## src/rtl/tune_sequencer_if.sv

```systemverilog
// ============================================================================
//  Module   : tune_sequencer_if
//  Function : Request, control and status bundle between the robot event
//             logic and the tune sequencer.
//  Revision : 1.0 - initial release
// ============================================================================
`default_nettype none

interface tune_sequencer_if;
    logic       fault_req;
    logic       low_batt_req;
    logic       tour_done_req;
    logic       mute;
    logic       go;
    logic       busy;
    logic [1:0] tune_id;
    logic [7:0] play_cnt;

    modport master (
        output fault_req, low_batt_req, tour_done_req, mute,
        input  go, busy, tune_id, play_cnt
    );

    modport slave (
        input  fault_req, low_batt_req, tour_done_req, mute,
        output go, busy, tune_id, play_cnt
    );
endinterface

`default_nettype wire

```

## src/rtl/tune_sequencer.sv

```systemverilog
// ============================================================================
//  Module   : tune_sequencer
//  Function : Prioritised tune request queue that pulses the piezo player,
//             times each playback and enforces a silent gap between tunes.
//  Revision : 1.0 - initial release
// ============================================================================
`default_nettype none

module tune_sequencer #(
    parameter bit          FAST_SIM     = 1'b1,
    parameter logic [31:0] PLAY_CYCLES  = 32'd71303184,
    parameter logic [31:0] GAP_CYCLES   = 32'd2500000,
    parameter int unsigned FAULT_REPEAT = 3
) (
    input  logic              clk,
    input  logic              rst,
    tune_sequencer_if.slave   sif
);

    // Zero-length play/gap would underflow the timer load, so clamp to 1.
    localparam logic [31:0] c_play_raw = FAST_SIM ? (PLAY_CYCLES >> 4) : PLAY_CYCLES;
    localparam logic [31:0] c_play_eff = (c_play_raw == 32'd0) ? 32'd1 : c_play_raw;
    localparam logic [31:0] c_gap_eff  = (GAP_CYCLES == 32'd0) ? 32'd1 : GAP_CYCLES;
    localparam logic [2:0]  c_rep_load = 3'(FAULT_REPEAT - 1);

    typedef enum logic [1:0] {
        S_IDLE  = 2'd0,
        S_START = 2'd1,
        S_PLAY  = 2'd2,
        S_GAP   = 2'd3
    } state_t;

    state_t      state_q, state_d;
    logic [31:0] timer_q, timer_d;
    logic [2:0]  rep_q,   rep_d;
    logic [2:0]  pend_q,  pend_d;   // bit0 fault, bit1 low_batt, bit2 tour_done
    logic [2:0]  prev_q,  prev_d;
    logic [1:0]  tune_q,  tune_d;
    logic [7:0]  cnt_q,   cnt_d;

    logic [2:0]  w_req;
    logic [2:0]  w_edge;
    logic [2:0]  w_clear;
    logic [2:0]  w_win_mask;
    logic [1:0]  w_win_id;
    logic        w_any;
    logic        w_grant;

    always_comb begin
        w_req      = {sif.tour_done_req, sif.low_batt_req, sif.fault_req};
        w_edge     = w_req & ~prev_q;
        prev_d     = w_req;
        w_any      = (|pend_q) && !sif.mute;

        if (pend_q[0]) begin
            w_win_id   = 2'd1;
            w_win_mask = 3'b001;
        end else if (pend_q[1]) begin
            w_win_id   = 2'd2;
            w_win_mask = 3'b010;
        end else begin
            w_win_id   = 2'd3;
            w_win_mask = 3'b100;
        end

        state_d = state_q;
        timer_d = timer_q;
        rep_d   = rep_q;
        tune_d  = tune_q;
        cnt_d   = cnt_q;
        w_grant = 1'b0;
        w_clear = 3'b000;

        case (state_q)
            S_IDLE: begin
                if (w_any) begin
                    state_d = S_START;
                    w_grant = 1'b1;
                end
            end
            S_START: begin
                cnt_d   = cnt_q + 8'd1;
                timer_d = c_play_eff - 32'd1;
                state_d = S_PLAY;
            end
            S_PLAY: begin
                if (timer_q == 32'd0) begin
                    timer_d = c_gap_eff - 32'd1;
                    state_d = S_GAP;
                end else begin
                    timer_d = timer_q - 32'd1;
                end
            end
            S_GAP: begin
                if (timer_q != 32'd0) begin
                    timer_d = timer_q - 32'd1;
                end else if ((rep_q != 3'd0) && !sif.mute) begin
                    // Fault repeats replay without consuming a pending flag.
                    rep_d   = rep_q - 3'd1;
                    tune_d  = 2'd1;
                    state_d = S_START;
                end else if (w_any) begin
                    state_d = S_START;
                    w_grant = 1'b1;
                end else begin
                    tune_d  = 2'd0;
                    state_d = S_IDLE;
                end
            end
            default: state_d = S_IDLE;
        endcase

        if (w_grant) begin
            w_clear = w_win_mask;
            tune_d  = w_win_id;
            if (w_win_id == 2'd1) begin
                rep_d = c_rep_load;
            end
        end

        // A new edge in the cycle its flag is cleared keeps the flag set.
        pend_d = sif.mute ? 3'b000 : ((pend_q & ~w_clear) | w_edge);
        if (sif.mute) begin
            rep_d = 3'd0;
        end
    end

    always_ff @(posedge clk) begin
        if (rst) begin
            state_q <= S_IDLE;
            timer_q <= 32'd0;
            rep_q   <= 3'd0;
            pend_q  <= 3'b000;
            prev_q  <= 3'b111;
            tune_q  <= 2'd0;
            cnt_q   <= 8'd0;
        end else begin
            state_q <= state_d;
            timer_q <= timer_d;
            rep_q   <= rep_d;
            pend_q  <= pend_d;
            prev_q  <= prev_d;
            tune_q  <= tune_d;
            cnt_q   <= cnt_d;
        end
    end

    assign sif.go       = (state_q == S_START);
    assign sif.busy     = (state_q != S_IDLE);
    assign sif.tune_id  = tune_q;
    assign sif.play_cnt = cnt_q;

endmodule

`default_nettype wire
```

## src/flat_wrapper.sv

```systemverilog
// flat-port wrapper written by rule: the top's interface ports become plain ports
module tune_sequencer_flat 
#(
    parameter bit          FAST_SIM     = 1'b1,
    parameter logic [31:0] PLAY_CYCLES  = 32'd71303184,
    parameter logic [31:0] GAP_CYCLES   = 32'd2500000,
    parameter int unsigned FAULT_REPEAT = 3
)
  (clk, rst, sif_fault_req, sif_low_batt_req, sif_tour_done_req, sif_mute, sif_go, sif_busy, sif_tune_id, sif_play_cnt);
  tune_sequencer_if sif_i ();
  input  logic clk;
  input  logic rst;
  input wire logic [$bits(sif_i.fault_req)-1:0] sif_fault_req;
  input wire logic [$bits(sif_i.low_batt_req)-1:0] sif_low_batt_req;
  input wire logic [$bits(sif_i.tour_done_req)-1:0] sif_tour_done_req;
  input wire logic [$bits(sif_i.mute)-1:0] sif_mute;
  output wire logic [$bits(sif_i.go)-1:0] sif_go;
  output wire logic [$bits(sif_i.busy)-1:0] sif_busy;
  output wire logic [$bits(sif_i.tune_id)-1:0] sif_tune_id;
  output wire logic [$bits(sif_i.play_cnt)-1:0] sif_play_cnt;
  assign sif_i.fault_req = sif_fault_req;
  assign sif_i.low_batt_req = sif_low_batt_req;
  assign sif_i.tour_done_req = sif_tour_done_req;
  assign sif_i.mute = sif_mute;
  assign sif_go = sif_i.go;
  assign sif_busy = sif_i.busy;
  assign sif_tune_id = sif_i.tune_id;
  assign sif_play_cnt = sif_i.play_cnt;
  tune_sequencer #(.FAST_SIM(FAST_SIM), .PLAY_CYCLES(PLAY_CYCLES), .GAP_CYCLES(GAP_CYCLES), .FAULT_REPEAT(FAULT_REPEAT)) u_core (.clk(clk), .rst(rst), .sif(sif_i));
endmodule
```

## config.mk

```make
export PLATFORM = sky130hd
export DESIGN_NAME = tune_sequencer_flat
export DESIGN_NICKNAME = d
export VERILOG_FILES = /design/src/rtl/tune_sequencer_if.sv /design/src/rtl/tune_sequencer.sv /design/src/flat_wrapper.sv
export SDC_FILE = /design/constraint.sdc
export NUM_CORES = 1
export LEC_CHECK = 0
export BUFFER_PORTS_ARGS = -buffer_cell sky130_fd_sc_hd__buf_2
export CAP_MARGIN = 15
export CORE_UTILIZATION = 45
export CTS_BUF_LIST = sky130_fd_sc_hd__clkbuf_8 sky130_fd_sc_hd__clkbuf_16
export DETAILED_ROUTE_END_ITERATION = 7
export PLACE_DENSITY = 0.72
export SLEW_MARGIN = 0
export SYNTH_ARGS = -nofsm -noshare
export SYNTH_HDL_FRONTEND = slang
export SYNTH_SLANG_ARGS = --single-unit
```

## constraint.sdc

```tcl
create_clock -name clk -period 4.2 [get_ports clk]
set_input_delay 0.84 -clock clk [delete_from_list [all_inputs] [get_ports clk]]
set_output_delay 0.84 -clock clk [all_outputs]
set_load 0.01 [all_outputs]
```

==> impl_metrics.py <==
metrics = {
    "sta": {
        "fmax_mhz": 358,
        "fin_skew_ns": 0.00475,
        "fin_crit_sh_pct": 66.5,
        "slew_violations": 0,
        "grt_setup_unrepaired": "no",
        "slew_headroom_pct": 43.9,
        "tightest_slew_ns": 0.837,
        "setup_viol": 0,
        "setup_tns_ns": 0,
        "hold_viol": 0,
        "min_period_ns": 2.79,
    },
    "global_route": {
        "grt_max_degree": 43,
        "antenna_found_initial": 0,
        "grt_usage_pct": 19.5,
        "grt_pass1_vias": 2379,
        "overflow": 0,
        "grt_pass1_wl_um": 11200,
    },
    "yosys": {
        "ys_warn_count": 0,
        "syn_area_per_cell_um2": 8.37,
        "yosysTopAreaCellShare_pct": 35.4,
        "synth_area_um2": 3000,
        "syn_nets": 374,
        "synth-seq-cells": 53,
        "synth_edf_count": 0,
        "netlist_top_cells_area": "dfxtp_1 (35%), a21oi_1 (6.2%), ha_1 (4.2%)",
        "synthesis.instances": 358,
        "ys.flop_type": "dfxtp_1",
        "ys_seq_area_share_pct": 35.4,
        "ys_async_sr_fraction_pct": 0,
        "synth.distinct_cells": 50,
        "yosys.area.top_type": "dfxtp_1",
    },
    "floorplanning": {
        "core-area_um2": 6390,
        "rows": 29,
        "start_util_pct": 46.9,
        "pin_count": 18,
        "die_y_um": 83.6,
        "die_w_um": 83.6,
        "dieArea_um2": 6990,
    },
    "clock_network": {
        "cts_root_buffer": "clkbuf_8",
        "clock_path_buffers": 2,
        "ctsResizeCount": 0,
        "ctsHoldBuffers": 0,
        "cts_buffers": 5,
        "cts_tree": "done",
        "clock_latency_ns": 0.32,
        "clock_sinks": 53,
        "h-tree-depth": 2,
        "post_cts_buffers": 0,
        "clk_pin_slew_worst_paths_ns": 0.10,
    },
    "cells_and_area": {
        "seq_area_um2": 1060,
        "n_antenna_cell": 0,
        "multi_input_area_um2": 1780,
        "nFillCells": 609,
        "layout_common_cells": "dfxtp_1 (53), a21oi_1 (37), nor2_1 (30)",
        "drive_gt1_share_pct": 13.9,
        "final_common_cell": "dfxtp_1",
        "area_delta_synth_final_pct": 6.14,
        "stdcell_count": 445,
        "fin_nets": 383,
    },
    "detailed_routing": {
        "drt_wl_total_um": 6780,
        "drt_first_pass_iters": 4,
        "drt_iter0_drc": 194,
        "ant_nets": 0,
        "routedWlPerCell_um": 15.2,
        "vias": 2738,
        "drcViolationCount": 0,
        "viasPerCell": 6.15,
    },
    "outcome": {
        "outcome": "completed",
    },
    "power": {
        "vdd_drop_max_v": 0.000338,
        "cellPowerDensity_nw_per_um2": 733,
        "p_leak_nw": 1.18,
    },
    "place": {
        "numPortBuffers": 17,
        "hpwl_um": 4760,
        "gp_congestion": 0.880,
        "placed_cells_incl_taps": 437,
    },
    "worst_setup_path": {
        "start_kind": "register",
        "startpoint": "u_core.timer_q[0]$_SDFFE_PP0P_",
        "cp-end-kind": "register",
        "required_ns": 4.45,
        "critPathSlowestCell": "or4_1",
        "rr_endpoint": "u_core.timer_q[30]$_SDFFE_PP0P_",
        "r2r_slack_ns": 1.41,
        "worst-r2r-cell-count": 7,
        "cpPeakStageDelay_ns": 0.55,
        "critPathKind": "reg2reg",
        "r2r-start": "u_core.timer_q[0]$_SDFFE_PP0P_",
        "worst_ep_arrival_time_ns": 3.05,
        "worstPathCellList": "inv_1 -> ha_1 -> nor3b_1 -> nand3_1 -> or4_1 -> or4b_1 -> a21oi_1",
        "cp_max_fo": 8,
    },
    "hold_path": {
        "hold_depth": 2,
        "hp-class": "reg2reg",
        "min_to": "u_core.timer_q[30]$_SDFFE_PP0P_",
        "min-delay-start": "u_core.timer_q[30]$_SDFFE_PP0P_",
    },
    "flow_run": {
        "drv_cap": 0,
    },
}
cell usage after synthesis (all sizes together) (2+ instances only):
cell	n
mux2i	2
and4	3
and2	4
nor2	30
buf	10
or3	18
o31a	3
o21ai	22
ha	10
nor3	12
a21oi	37
a31oi	5
dfxtp	53
nand3	9
inv	14
nand2b	2
or2	8
xor2	4
nor4	11
o31ai	17
xnor2	5
o221a	2
o32ai	2
a311oi	4
nand4	11
a21o	2
nor2b	2
and3	3
o41ai	2
clkbuf	7
nand2	18
or4	17
through the flow:
stage / hold WS (ns) / setup slack [ns] / utilization, % / power [mW] / cell area [µm²]
3_3_place_gp: 0.462 / 1.51 / 48.4 / 1.99 / 3090
4_1_cts: 0.489 / 1.44 / 49.8 / 2.32 / 3180
6_report: 0.487 / 1.41 / 49.8 / 2.33 / 3180
5_1_grt: 0.508 / 1.24 / 49.8 / 2.51 / 3180
3_5_place_dp: 0.475 / 1.45 / 48.4 / 2.02 / 3090
2_1_floorplan: 0.438 / 1.83 / - / 1.77 / 3000
critical path, delay by kind of cell, from the launching register on:
family                     cells  cell delay (ns)
adders and majority gates      1             0.31
buffers and inverters          1             0.11
AOI/OAI and AO/OA              1             0.15
DFF                            1             0.36
and+or+nand+nor                4             1.80
report_power, final:
part	total (mW)	switching [mW]	leakage (nW)	internal [mW]
Sequential	0.708	0.107	0.430	0.601
Combinational	1.32	0.850	0.711	0.475
Clock	0.298	0.181	0.0364	0.117
cells by family (layout without fill, tap and decap cells):
group / Yosys count / count (layout) / share of synthesized area, %
simple gates: 152 / 152 / 30.0
fa+ha+maj: 10 / 10 / 4.17
compound gates: 101 / 101 / 21.9
buf+inv: 31 / 41 / 5.22
mux: 2 / 2 / 0.668
xor+xnor: 9 / 9 / 2.63
flops: 53 / 53 / 35.4
routing by layer:
metal	GRT usage [%]	vias up	wire length, µm
li1	-	1373	-
met1	27.2	1294	3350
met2	30.6	61	3050
met3	3.36	10	294
met4	6.16	0	87
met5	0	-	0
layout make-up:
class	instances	area share [%]
tap	77	3.03
inverter	14	1.65
timing repair buffer	19	3.15
sequential	53	33.3
multi-input combinational	274	56.0
clock inverter	3	0.708
clock buffer	5	2.16
sequential cells by signal, summed over array words and instances (netlist names):
signal	flops
u_core.pend_q	3
u_core.prev_q	3
u_core.rep_q	3
u_core.sif.play_cnt	8
u_core.sif.tune_id	2
u_core.state_q	2
u_core.timer_q	32
worst max-delay path by stage:
stage / end / slack (ns) / cells after the start
after detailed placement: u_core.timer_q[30]$_SDFFE_PP0P_ / 1.45 / 7
after CTS: u_core.timer_q[30]$_SDFFE_PP0P_ / 1.44 / 7
after global placement: u_core.timer_q[14]$_SDFFE_PP0P_ / 1.51 / 5
after floorplan: u_core.timer_q[30]$_SDFFE_PP0P_ / 1.83 / 7
final: u_core.timer_q[30]$_SDFFE_PP0P_ / 1.41 / 7
after global routing: u_core.timer_q[6]$_SDFFE_PP0P_ / 1.24 / 5
(Power assumes the default switching activity.)
